File: src/rtl/tag_lookup_ctrl.sv
// Tag lookup controller: reads a set's per-way tags from the tag array,
// reports hit/way, and on an allocating miss writes the new tag into a
// victim way (first invalid way, else the set's round-robin pointer).
// Valid bits and replacement pointers live here; the array holds tags only.
module tag_lookup_ctrl #(
  parameter int WAYS  = 4,
  parameter int SETS  = 8,
  parameter int SET_W = $clog2(SETS),
  parameter int TAG_W = 16,
  parameter int WAY_W = $clog2(WAYS)
) (
  input  logic                        clk,
  input  logic                        rst_n,
  input  logic                        req_valid,
  output logic                        req_ready,
  input  logic [SET_W-1:0]            req_set,
  input  logic [TAG_W-1:0]            req_tag,
  input  logic                        req_alloc,
  output logic                        rsp_valid,
  input  logic                        rsp_ready,
  output logic                        rsp_hit,
  output logic [WAY_W-1:0]            rsp_way,
  output logic                        rsp_alloc,
  output logic                        rsp_evict,
  output logic [TAG_W-1:0]            rsp_evict_tag,
  output logic                        tag_read_valid,
  input  logic                        tag_read_ready,
  output logic [SET_W-1:0]            tag_read_set,
  input  logic [WAYS-1:0][TAG_W-1:0]  tag_read_rsp,
  output logic                        tag_write_valid,
  input  logic                        tag_write_ready,
  output logic [SET_W-1:0]            tag_write_set,
  output logic [WAYS-1:0]             tag_write_way_en,
  output logic [TAG_W-1:0]            tag_write_data
);

  typedef enum logic [2:0] {IDLE, READ, CMP, WRITE, RESP} state_t;

  state_t state_reg, state_next;

  // Captured request
  logic [SET_W-1:0] set_reg;
  logic [TAG_W-1:0] tag_reg;
  logic             alloc_req_reg;

  // Response fields, built up in CMP/WRITE
  logic             hit_reg;
  logic [WAY_W-1:0] way_reg;
  logic             alloc_done_reg;
  logic             evict_reg;
  logic [TAG_W-1:0] evict_tag_reg;

  // Per-set line state
  logic [SETS-1:0][WAYS-1:0]  valid_reg;
  logic [SETS-1:0][WAY_W-1:0] rr_reg;

  logic [WAYS-1:0]  set_valid;
  logic [WAYS-1:0]  hit_vec;
  logic             any_hit;
  logic             any_free;
  logic [WAY_W-1:0] hit_way;
  logic [WAY_W-1:0] free_way;
  logic [WAY_W-1:0] victim_way;

  assign set_valid = valid_reg[set_reg];

  // Per-way compare of returned tag against the captured tag, masked by valid
  generate
    for (genvar gi = 0; gi < WAYS; gi++) begin : g_cmp
      assign hit_vec[gi] = set_valid[gi] && (tag_read_rsp[gi] == tag_reg);
    end
  endgenerate

  // Lowest-index priority encode of hits and of free (invalid) ways
  always_comb begin
    any_hit  = 1'b0;
    hit_way  = '0;
    any_free = 1'b0;
    free_way = '0;
    for (int w = WAYS - 1; w >= 0; w--) begin
      if (hit_vec[w]) begin
        any_hit = 1'b1;
        hit_way = WAY_W'(w);
      end
      if (!set_valid[w]) begin
        any_free = 1'b1;
        free_way = WAY_W'(w);
      end
    end
  end

  assign victim_way = any_free ? free_way : rr_reg[set_reg];

  // State register
  always_ff @(posedge clk or negedge rst_n) begin
    if (!rst_n) state_reg <= IDLE;
    else        state_reg <= state_next;
  end

  // Next-state logic
  always_comb begin
    state_next = state_reg;
    case (state_reg)
      IDLE:    if (req_valid)       state_next = READ;
      READ:    if (tag_read_ready)  state_next = CMP;
      CMP:     state_next = (any_hit || !alloc_req_reg) ? RESP : WRITE;
      WRITE:   if (tag_write_ready) state_next = RESP;
      RESP:    if (rsp_ready)       state_next = IDLE;
      default: state_next = IDLE;
    endcase
  end

  // Request capture, compare/victim results, valid bits and rr pointers
  always_ff @(posedge clk or negedge rst_n) begin
    if (!rst_n) begin
      set_reg        <= '0;
      tag_reg        <= '0;
      alloc_req_reg  <= 1'b0;
      hit_reg        <= 1'b0;
      way_reg        <= '0;
      alloc_done_reg <= 1'b0;
      evict_reg      <= 1'b0;
      evict_tag_reg  <= '0;
      valid_reg      <= '0;
      rr_reg         <= '0;
    end else begin
      case (state_reg)
        IDLE: begin
          if (req_valid) begin
            set_reg        <= req_set;
            tag_reg        <= req_tag;
            alloc_req_reg  <= req_alloc;
            // Fresh response fields so irrelevant outputs read as 0
            hit_reg        <= 1'b0;
            way_reg        <= '0;
            alloc_done_reg <= 1'b0;
            evict_reg      <= 1'b0;
            evict_tag_reg  <= '0;
          end
        end
        CMP: begin
          if (any_hit) begin
            hit_reg <= 1'b1;
            way_reg <= hit_way;
          end else if (alloc_req_reg) begin
            way_reg       <= victim_way;
            evict_reg     <= !any_free;
            evict_tag_reg <= any_free ? '0 : tag_read_rsp[victim_way];
          end
        end
        WRITE: begin
          if (tag_write_ready) begin
            valid_reg[set_reg][way_reg] <= 1'b1;
            alloc_done_reg              <= 1'b1;
            // Pointer only advances when a valid line was displaced
            if (evict_reg) rr_reg[set_reg] <= rr_reg[set_reg] + WAY_W'(1);
          end
        end
        default: ;
      endcase
    end
  end

  // Outputs are gated by state so that anything not in use reads as 0
  assign req_ready        = (state_reg == IDLE);
  assign tag_read_valid   = (state_reg == READ);
  assign tag_read_set     = tag_read_valid ? set_reg : '0;
  assign tag_write_valid  = (state_reg == WRITE);
  assign tag_write_set    = tag_write_valid ? set_reg : '0;
  assign tag_write_way_en = tag_write_valid ? (WAYS'(1) << way_reg) : '0;
  assign tag_write_data   = tag_write_valid ? tag_reg : '0;
  assign rsp_valid        = (state_reg == RESP);
  assign rsp_hit          = rsp_valid && hit_reg;
  assign rsp_way          = rsp_valid ? way_reg : '0;
  assign rsp_alloc        = rsp_valid && alloc_done_reg;
  assign rsp_evict        = rsp_valid && evict_reg;
  assign rsp_evict_tag    = rsp_valid ? evict_tag_reg : '0;

  // The controller never writes a tag already present, so at most one way may match
  a_single_hit: assert property (@(posedge clk) disable iff (!rst_n)
    (state_reg == CMP) |-> $onehot0(hit_vec));

endmodule

File: config.mk
export PLATFORM = sky130hd
export DESIGN_NAME = tag_lookup_ctrl
export DESIGN_NICKNAME = d
export VERILOG_FILES = /design/src/rtl/tag_lookup_ctrl.sv
export SDC_FILE = /design/constraint.sdc
export NUM_CORES = 1
export LEC_CHECK = 0
export CELL_PAD_IN_SITES_DETAIL_PLACEMENT = 2
export CELL_PAD_IN_SITES_GLOBAL_PLACEMENT = 2
export CORE_ASPECT_RATIO = 2
export CORE_MARGIN = 3
export CORE_UTILIZATION = 30
export CTS_CLUSTER_DIAMETER = 50
export DETAILED_ROUTE_END_ITERATION = 8
export PLACE_DENSITY_LB_ADDON = 0.12
export REMOVE_ABC_BUFFERS = 1
export SKIP_CTS_REPAIR_TIMING = 1
export SKIP_LAST_GASP = 1
export SYNTH_ARGS = -nofsm -noshare
export SYNTH_HDL_FRONTEND = slang
export SYNTH_SLANG_ARGS = --single-unit
File: constraint.sdc
create_clock -name clk -period 3.5 [get_ports clk]
set_clock_uncertainty 0.15 [all_clocks]
set_input_delay 0.875 -clock clk [delete_from_list [all_inputs] [get_ports clk]]
set_output_delay 0.875 -clock clk [all_outputs]
set_load 0.01 [all_outputs]
==> results.yml, run 1 <==
route:
  drtIter0Drc: 118
  wire_per_inst_um: 25.2
  drt_wl_total_um: 23600
  vias_per_cell: 5.51
  vias: 5168
  ant_nets: 0
  firstDrtPassIters: 4
  drc: 0
synthesis:
  yosysWarningCount: 0
  synth-seq-cells: 92
  ys_seq_area_share_pct: 41.2
  ys.flop_type: "dfrtp_1"
  syn_inst: 568
  syn_area_sq_um: 5590
  synth-edff-count: 0
  async_reset_ff_share_pct: 100
  synth_cell_types: 56
  synth_area_per_cell_sq_um: 9.84
setup_path:
  reg2reg_depth: 8
  critPathKind: "reg2out"
  r2r-end: "evict_tag_reg[11]"
  crit_end: "tag_write_way_en[3]"
  start_kind: "register"
  crit_required_ns: 2.47
  path_max_fanout: 6
  cp-end-kind: "output pin"
  worstSetupStartpoint: "state_reg[1]"
  cp.arrival_ns: 2.30
  r2r_start: "set_reg[0]"
  r2r_slack_ns: 0.27
place:
  port_buffers: 140
  post_dp_cell_area_sq_um: 7430
  dp_hpwl_um: 18500
  placed_cells: 922
  place.gp.congestion: 0.854
clock_network:
  htreeDepth: 3
  ctsRootBufferMaster: "clkbuf_16"
  cts.clk_slew.worst_paths_ns: 0.07
  clk_latency_ns: 0.35
  cts_tree: "done"
  cts_num_sinks: 92
  clock_path_buffers: 2
  numCtsBuffers: 9
final_layout:
  syn2layout_area_growth_pct: 39.0
  stdcell_area_sq_um: 7770
  fillers: 1998
  multi_input_area_sq_um: 2980
  layout-drive-gt1-share_pct: 16.2
  largest_reg_flops: 32
  fin_nets: 807
  final_cell_mix: "clkdlybuf4s50_1 (139), dfrtp_1 (89), xnor2_1 (57)"
  diodes: 0
  seq_area_sq_um: 2310
  mostFrequentLayoutCell: "clkdlybuf4s50_1"
  layoutNonFillerInstCount: 938
power:
  leakage_nw: 3.30
  peakVddDrop_mv: 0.312
  pwr_density_cell_nw_per_um2: 694
floorplan:
  core.rowCount: 70
  dieArea_sq_um: 20400
  core_sq_um: 18300
  die_w_um: 103
  die_y_um: 199
  io_pins: 141
  initial_core_util_pct: 30.5
timing:
  relSlewSlack_pct: 52.9
  holdWs_ns: 0.306
  hold_viol: 0
  fmax_mhz: 301
  min_period_ns: 3.32
  rsz0062_at_grt: "no"
  setup_viol: 0
  finalMaxSlewViolations: 0
  worst_pin_slew_ns: 0.702
  post-route-period-util_pct: 94.9
run:
  cap_viol_max_count: 0
hold_path:
  min_path_type: "reg2reg"
  worstHoldStart: "valid_reg[21]"
global_route:
  grt_pass1_wl_um: 36200
  gr-usage-all-layers_pct: 24.0
  grt_pass1_vias: 6077
  grt_overflow: 0
  grt_max_degree: 93
  antenna_found_initial: 0
status:
  status: "complete, no violations"
routing by layer:
metal  global-route usage, %  up-vias  part of all wire (%)
met5                       0        -                     0
met4                    14.5        0                   6.0
met3                    3.90       66                   3.6
met2                    44.8      161                    57
met1                    23.9     2625                    34
li1                        -     2316                     -
metrics by stage:
step	TNS [ns]	util (%)	worst slack (ns)	power, W
detailed placement	-0.924	40.6	-0.113	0.00432
CTS	-0.235	42.4	-0.0765	0.00545
finish	0	42.4	0.179	0.00539
floorplan	-0.237	-	-0.0237	0.00296
global route	0	42.4	0.0174	0.00573
global placement	-0.165	40.6	-0.0164	0.00423
cell families after synthesis:
group	synth area share [%]
AND/OR/NAND/NOR	15.6
AO/OA/AOI/OAI	17.1
buffers and inverters	5.69
flip-flops	41.2
multiplexers	10.2
XOR/XNOR	10.2
critical path, cell delays in order (launching register included):
cell             delay (ns)
dfrtp_1                0.46
nor2b_1                0.20
nand2_1                0.19
inv_1                  0.13
buf_4                  0.15
nand3_1                0.18
inv_1                  0.10
clkdlybuf4s50_1        0.53
power breakdown:
part / total (W) / internal [W] / switching (W)
sequential: 0.00169 / 0.00126 / 0.000430
clock: 0.00109 / 0.000631 / 0.000457
combinational: 0.00261 / 0.00123 / 0.00138
worst min-delay path by stage:
stage / end / slack (ns) / depth (start not counted)
after detailed placement: valid_reg[21] / 0.30 / 1
after CTS: valid_reg[21] / 0.31 / 1
final: valid_reg[21] / 0.31 / 1
after global routing: valid_reg[21] / 0.32 / 1
after global placement: valid_reg[5] / 0.28 / 1
after floorplan: valid_reg[5] / 0.27 / 1
cell usage after synthesis, types with 12 or more instances:
library cell / instances / share of area, %
dfrtp_1: 92 / 41
xnor2_1: 57 / 8.9
clkbuf_1: 39 / 2.6
nor2_1: 38 / 2.6
mux2_2: 33 / 6.7
inv_1: 27 / 1.8
nand2_1: 24 / 1.6
and2_1: 23 / 2.6
and3_1: 19 / 2.1
a21o_1: 17 / 2.3
nand4_1: 17 / 1.9
o22ai_1: 17 / 1.9
a221oi_1: 16 / 2.5
o21bai_1: 16 / 2.1
mux2i_1: 12 / 2.1
final cells by class:
class	instances	area share (%)
inverters	30	1.45
clock buffers	9	2.90
clock inverters	7	1.24
repair buffers	187	22.9
flip-flops and latches	92	29.7
well taps	216	3.48
multi-input cells	397	38.4
Note: power is estimated with default switching activity, not from simulation.
==> run 2, diff against run 1 <==
--- a/config.mk
+++ b/config.mk
@@ -14,6 +14,7 @@
 export DETAILED_ROUTE_END_ITERATION = 8
 export PLACE_DENSITY_LB_ADDON = 0.12
 export REMOVE_ABC_BUFFERS = 1
+export SETUP_SLACK_MARGIN = 0.1
 export SKIP_CTS_REPAIR_TIMING = 1
 export SKIP_LAST_GASP = 1
 export SYNTH_ARGS = -nofsm -noshare
==> run 2 against run 1 <==
Power up 0.80%. Global-route usage unchanged. Largest power group unchanged. Critical path type is now in2reg. Critical path depth up 3. Die area unchanged. Worst hold slack about the same.
==> results.yml, run 2 (synthesis results as in run 1) <==
status:
  status: "complete, no violations"
clock_network:
  clk_latency_ns: 0.35
  cts_num_sinks: 92
  cts_tree: "done"
  htreeDepth: 3
  numCtsBuffers: 9
  cts.clk_slew.worst_paths_ns: 0.07
  ctsRootBufferMaster: "clkbuf_16"
  clock_path_buffers: 2
floorplan:
  core_sq_um: 18300
  core.rowCount: 70
  die_y_um: 199
  dieArea_sq_um: 20400
  io_pins: 141
  initial_core_util_pct: 30.5
  die_w_um: 103
final_layout:
  diodes: 0
  syn2layout_area_growth_pct: 39.7
  largest_reg_flops: 32
  finish.utilization_pct: 42.7
  layout-drive-gt1-share_pct: 17.4
  fin_nets: 811
  final_cell_mix: "clkdlybuf4s50_1 (139), dfrtp_1 (88), xnor2_1 (57)"
  mostFrequentLayoutCell: "clkdlybuf4s50_1"
place:
  dp_hpwl_um: 18500
  port_buffers: 140
  place.gp.congestion: 0.854
global_route:
  grt_max_degree: 93
  grt_pass1_vias: 6077
  antenna_found_initial: 0
  grt_pass1_wl_um: 36200
  gr-usage-all-layers_pct: 24.0
  grt_overflow: 0
setup_path:
  r2r_start: "set_reg[0]"
  slowest_stage: "or4_1"
  slowest_delay_ns: 0.54
  start_kind: "primary input"
  path_max_fanout: 11
  critPathKind: "in2reg"
  worst-path-buf-inv: 3
  crit_path_cell_trace: "clkdlybuf4s50_1, xnor2_1, nand4_1, nor4_1, buf_4, a22oi_2, nand3b_2, or4_1, buf_4, o32ai_1"
  path_common_cell: "buf_4"
  crit_required_ns: 3.59
  cp.arrival_ns: 3.36
  cp-end-kind: "register"
  critPathTopFamily: "simple AND/OR/NAND/NOR gates"
  worstSetupStartpoint: "tag_read_rsp[34]"
run:
  cap_viol_max_count: 0
route:
  vias_per_cell: 5.50
  drt_wl_total_um: 23700
  drtIter0Drc: 129
  wire_per_inst_um: 25.2
  vias: 5178
  drc: 0
  ant_nets: 0
  firstDrtPassIters: 4
hold_path:
  min_path_type: "reg2reg"
  worstHoldStart: "valid_reg[21]"
timing:
  worst_pin_slew_ns: 0.726
  fmax_mhz: 306
  min_period_ns: 3.26
  hold_viol: 0
  setup_viol: 0
  holdWs_ns: 0.306
  rsz0062_at_grt: "yes"
  post-route-period-util_pct: 93.3
  relSlewSlack_pct: 51.3
  finalMaxSlewViolations: 0
power:
  peakVddDrop_mv: 0.311
  leakage_nw: 3.32
  pwr_density_cell_nw_per_um2: 696
  p_total_w: 0.00543
## run 2: cell types whose count changed in the layout (fill, tap and decap cells not counted), sizes merged
cell,change
buf,+4
## run 2: metal layers
| layer | track usage, % | up-vias | share of wire (%) |
|---|---|---|---|
| met2 | 44.8 | 158 | 56 |
| met4 | 14.5 | 0 | 6.0 |
| met5 | 0 | - | 0 |
| met3 | 3.90 | 68 | 3.7 |
| met1 | 23.9 | 2624 | 34 |
| li1 | - | 2328 | - |
## run 2: power breakdown
| part | switching, W | internal, W |
|---|---|---|
| clock network | 0.000459 | 0.000631 |
| registers | 0.000419 | 0.00126 |
| logic | 0.00141 | 0.00126 |
## run 2: final timing paths
check / end / slack [ns] / depth (start not counted)
min in group asynchronous: tag_reg[15] / 0.36 / 2
hold / removal: valid_reg[21] / 0.31 / 1
hold reg to reg: valid_reg[21] / 0.31 / 1
setup / recovery: evict_tag_reg[11] / 0.24 / 10
max in group asynchronous: set_reg[0] / 2.32 / 2
setup reg to reg: evict_tag_reg[11] / 0.27 / 8
## run 2: final cells by class
cell class,instances,area (sq um)
repair buffers,191,1810
clock inverters,7,96.3
well taps,216,270
fillers,2002,10500
flip-flops and latches,92,2310
clock buffers,9,225
multi-input cells,397,2990
inverters,30,113
## run 2: worst reg2reg max path, cell delays in order (launching register included)
cell and delay, ns:
dfrtp_2 0.53, nor2b_4 0.21, a221o_1 0.36, a221o_1 0.42
a22oi_2 0.23, nand3b_2 0.13, or4_1 0.54, buf_4 0.22
o32ai_1 0.33
## run 2: through the flow
stage | setup slack [ns] | cells | cell area [sq um] | TNS [ns]
final | 0.235 | 942 | 7810 | 0
after global routing | 0.0882 | 942 | 7810 | 0
after CTS | -0.0765 | 938 | 7750 | -0.235
after detailed placement | -0.113 | 922 | 7430 | -0.924
after global placement | -0.0164 | 922 | 7430 | -0.165
after floorplan | -0.0237 | 519 | 5380 | -0.237
==> run 3, diff against run 2 <==
--- a/config.mk
+++ b/config.mk
@@ -5,11 +5,12 @@
 export SDC_FILE = /design/constraint.sdc
 export NUM_CORES = 1
 export LEC_CHECK = 0
+export ABC_AREA = 1
 export CELL_PAD_IN_SITES_DETAIL_PLACEMENT = 2
 export CELL_PAD_IN_SITES_GLOBAL_PLACEMENT = 2
 export CORE_ASPECT_RATIO = 2
 export CORE_MARGIN = 3
-export CORE_UTILIZATION = 30
+export CORE_UTILIZATION = 28
 export CTS_CLUSTER_DIAMETER = 50
 export DETAILED_ROUTE_END_ITERATION = 8
 export PLACE_DENSITY_LB_ADDON = 0.12
==> run 3 against run 2 <==
Critical endpoint is now tag_write_set[2]. Sequential power down 10%. First-iteration DRC count up 71%. Register-to-register slack better by 0.31 ns. Synthesized area up 11%. Largest cell class unchanged. Core utilization down 4.4 points. Flip-flop and latch count unchanged. Critical path type is now reg2out. Die area up 18%.
==> results.yml, run 3 <==
synthesis:
  synth_area_leaders: "dfrtp_1 (37%), nand2_1 (15%), inv_1 (8.4%), nand3_1 (7.5%), xnor2_1 (6.5%)"
  yosys-top-cells-count: "nand2_1 (247), inv_1 (139), nand3_1 (93), dfrtp_1 (92), nor2_1 (89)"
  synth_top_area_share_pct: 37.2
  synth-edff-count: 0
  ys.flop_type: "dfrtp_1"
  synth_cell_types: 33
  synth_area_per_cell_sq_um: 6.89
  async_reset_ff_share_pct: 100
  ys_seq_area_share_pct: 37.2
  yosysTopAreaCell: "dfrtp_1"
  syn_area_sq_um: 6190
  yosysMostFrequentCell: "nand2_1"
  yosysWarningCount: 0
  synth-seq-cells: 92
  syn_inst: 898
setup_path:
  critPathKind: "reg2out"
  path_max_fanout: 10
  r2r_slack_ns: 0.58
  cp.arrival_ns: 2.28
  start_kind: "register"
  crit_required_ns: 2.47
  cp-end-kind: "output pin"
timing:
  hold_viol: 0
  setup_tns_ns: 0
  relSlewSlack_pct: 60.6
  post-route-period-util_pct: 94.3
  min_period_ns: 3.30
  holdWs_ns: 0.234
  setup_viol: 0
  worst_pin_slew_ns: 0.587
  rsz0062_at_grt: "yes"
  fmax_mhz: 303
  finalMaxSlewViolations: 0
status:
  status: "complete, no violations"
global_route:
  gr-usage-all-layers_pct: 22.1
  grt_pass1_wl_um: 40200
  antenna_found_initial: 0
  grt_overflow: 0
  grt_max_degree: 44
  grt_pass1_vias: 7109
floorplan:
  core_sq_um: 21700
  die_w_um: 111
  dieArea_sq_um: 24000
  core.rowCount: 76
  die_y_um: 216
  initial_core_util_pct: 28.5
  io_pins: 141
route:
  wire_per_inst_um: 19.9
  ant_nets: 0
  firstDrtPassIters: 4
  vias_per_cell: 4.79
  drc: 0
  drt_wl_total_um: 26000
  vias: 6264
  drtIter0Drc: 221
final_layout:
  final_cell_mix: "nand2_1 (247), clkdlybuf4s50_1 (139), inv_1 (138)"
  mostFrequentLayoutCell: "nand2_1"
  syn2layout_area_growth_pct: 33.9
  layout-drive-gt1-share_pct: 6.95
  largest_reg_flops: 32
  fin_nets: 1121
  diodes: 0
clock_network:
  cts_tree: "done"
  clock_path_buffers: 2
  ctsRootBufferMaster: "clkbuf_16"
  numCtsBuffers: 9
  cts.clk_slew.worst_paths_ns: 0.07
  clk_latency_ns: 0.37
  cts_num_sinks: 92
  htreeDepth: 3
power:
  peakVddDrop_mv: 0.217
  leakage_nw: 3.98
  pwr_density_cell_nw_per_um2: 689
hold_path:
  min_path_type: "in2async"
run:
  cap_viol_max_count: 0
place:
  dp_hpwl_um: 20800
  port_buffers: 140
  place.gp.congestion: 0.860
[run 3: worst paths after layout]
| check | from | to | cells after the start |
|---|---|---|---|
| setup / recovery | state_reg[2] | tag_write_set[2] | 7 |
| hold / removal | rst_n | valid_reg[17] | 1 |
| setup reg to reg | set_reg[0] | evict_tag_reg[2] | 19 |
| hold reg to reg | valid_reg[23] | valid_reg[23] | 2 |
| max in group asynchronous | rst_n | tag_reg[2] | 2 |
| min in group clk | valid_reg[23] | valid_reg[23] | 2 |
[run 3: cell type report]
cell class	count	area [sq um]
Clock inverter	7	104
Fill cell	2581	13400
Inverter	145	551
Clock buffer	9	225
Sequential cell	92	2300
Tap cell	273	342
Multi-Input combinational cell	611	3060
Timing Repair Buffer	172	1700
[run 3: logic make-up after synthesis]
| logic type | count (synthesis) | share of synthesized area, % |
|---|---|---|
| AND/OR/NAND/NOR | 463 | 31.7 |
| AO/OA/AOI/OAI | 85 | 8.59 |
| flip-flops | 92 | 37.2 |
| XOR/XNOR | 63 | 8.92 |
| buffers and inverters | 195 | 13.6 |
[run 3: per-layer routing]
layer	track usage, %	wire length [um]	vias to the layer above
met1	19.6	8360	3110
met3	3.07	690	40
met5	0	0	-
li1	-	-	3002
met2	47.3	16000	112
met4	9.22	941	0
[run 3: metrics by stage]
stage                     cells  utilization (%)  power [W]  setup slack (ns)  area [sq um]
after floorplan             848                -    0.00317            0.0957          5890
after global routing       1309             38.2    0.00615            0.0746          8280
after CTS                  1307             38.1    0.00581           0.00687          8260
final                      1309             38.2    0.00571             0.199          8280
after detailed placement   1291             36.6    0.00463             0.318          7930
after global placement     1291             36.6    0.00456             0.402          7930
[run 3: power by group]
group | internal (W) | switching, W
combinational | 0.00117 | 0.00189
clock | 0.000640 | 0.000503
sequential | 0.00124 | 0.000264
total | 0.00305 | 0.00266
[run 3: worst max-delay path, stage by stage, from the launching register on]
cell and delay [ns]:
dfrtp_1 0.42, inv_1 0.10, nand2_1 0.10, nor2_2 0.17, clkinvlp_4 0.16, buf_4 0.21, nor2_1 0.17, clkdlybuf4s50_1 0.57
==> RTL change, RTL diff (settings of run 1) <==
Encoding of `state_t`: now one-hot (5 bits for 5 states).
--- a/src/rtl/tag_lookup_ctrl.sv
+++ b/src/rtl/tag_lookup_ctrl.sv
@@ -36,3 +36,3 @@
 
-  typedef enum logic [2:0] {IDLE, READ, CMP, WRITE, RESP} state_t;
+  typedef enum logic [4:0] {IDLE = 5'b00001, READ = 5'b00010, CMP = 5'b00100, WRITE = 5'b01000, RESP = 5'b10000} state_t;
 
Function: same outputs for any inputs over 10 cycles, from zero or initial values and one cycle with rst_n low; not proved beyond that.
==> RTL change against run 1 <==
Cell area is 0.98% higher. Worst setup slack worse by 0.069 ns. Largest power group unchanged. Critical path type unchanged. Sequential cell count is 2 higher. Highest routed layer unchanged. Synthesized area is 2.1% higher. Maximum frequency is 2.0% lower. Synthesized cell count is 9.9% lower. Via count is 9.8% lower. Wire length is 6.7% lower. Power is 19% lower. Global-route usage is 2.4 points lower. Register-to-register slack better by 0.03 ns.
==> RTL change: results (changes against run 1) <==
status: finished, final reports clean
Final #Nets: 745 (-7.7%)
Yosys cell types: 54 (-3.6%)
combinational power: 1.71 mW (-34%)
Worst Hold Launch: valid_reg[8]
compound-cell area share of the yosys netlist: 0.101 (-0.0702)
Cell Pwr Density: 559 mW/mm^2 (-19%)
share of layout cells above drive strength 1: 0.164 (+0.00159)
first-pass GRT wire length: 34200 um (-5.6%)
VDD IR-drop max: 0.273 mV (-12%)
vias in the first global route: 5452 (-10%)
Cell Area, Placed: 0.00752 mm^2 (+1.1%)
reg2reg path depth: 9 (+1)
Cell Count Post-Placement: 896 (-2.8%)
Synth Area in XOR/XNOR: 0.0998 (-0.00208)
multiplexer share of the synthesized area: 0.209 (+0.107)
slew margin rel.: 0.519 (-0.0103)
top post-synthesis cells by area: dfrtp_1 (41%), mux2i_1 (8.6%), mux2_2 (7.7%), xnor2_1 (7.4%), and2_1 (4.9%)
worst flop-to-flop path endpoint: evict_tag_reg[6]
Fillers: 1946 (-2.6%)
Sw Share: 0.374 (-0.0474)
Fin Hold WS: 0.311 ns (+0.00515 ns)
Worst Setup SP: state_reg[4]
CP Max Fanout: 12 (+6)
largest net degree at the start of global routing: 56 (-40%)
dpl ws: -0.0115 ns (+0.101 ns)
Switch Pwr: 1.64 mW (-28%)
Via-to-Cell Ratio: 5.11 (-7.3%)
critical path arrival: 2.37 ns (+0.07 ns)
fin cells: 912 (-2.8%)
P_leak: 3.78 nW (+14%)
starting DRC count in detailed routing: 94 (-20%)
gr usage total: 0.216 (-0.0237)
GPL Wtd Cong: 0.808 (-5.3%)
FF-to-FF setup slack: 0.30 ns (+0.03 ns)
Mapped Cells: 512 (-9.9%)
min setup slack post-route: 0.110 ns (-0.0693 ns)
Hold EP: valid_reg[8]
Seq power: 1.60 mW (-5%)
drt first pass iters: 4 (unchanged)
most instantiated cells after synthesis: dfrtp_1 (93), mux2i_1 (49), xnor2_1 (48)
Seq/Total Area, Yosys: 0.413 (+0.000589)
-- RTL change: changes by cell type after synthesis, moves of 16 or more --
cell / before / now
mux2i_1: 12 / 49
and2_1: 23 / 45
inv_1: 27 / 8
a22o_1: 0 / 17
o22ai_1: 17 / 0
nor2_1: 38 / 20
nand2_1: 24 / 8
and3_1: 19 / 3
-- RTL change: cell families (layout without fill, tap and decap cells) --
group / after synthesis / count (layout)
and+or+nand+nor: 134 / 134
xor gates and xnor gates: 65 / 65
AOI/OAI and AO/OA: 71 / 71
DFF: 94 / 94
muxes: 100 / 100
buffers and inverters: 48 / 196
-- RTL change: per-layer routing --
layer / global-route usage / share of wire
met1: 0.209 / 0.34
met2: 0.447 / 0.60
met3: 0.0377 / 0.031
met4: 0.0713 / 0.024
met5: 0 / 0
-- RTL change: area by class of cell --
class                      count  area share
clock buffer                  12      0.0314
inverter                       9     0.00431
clock inverter                 4     0.00893
timing repair buffer         171       0.215
tap                          252      0.0402
multi-input combinational    370       0.400
sequential                    94       0.300
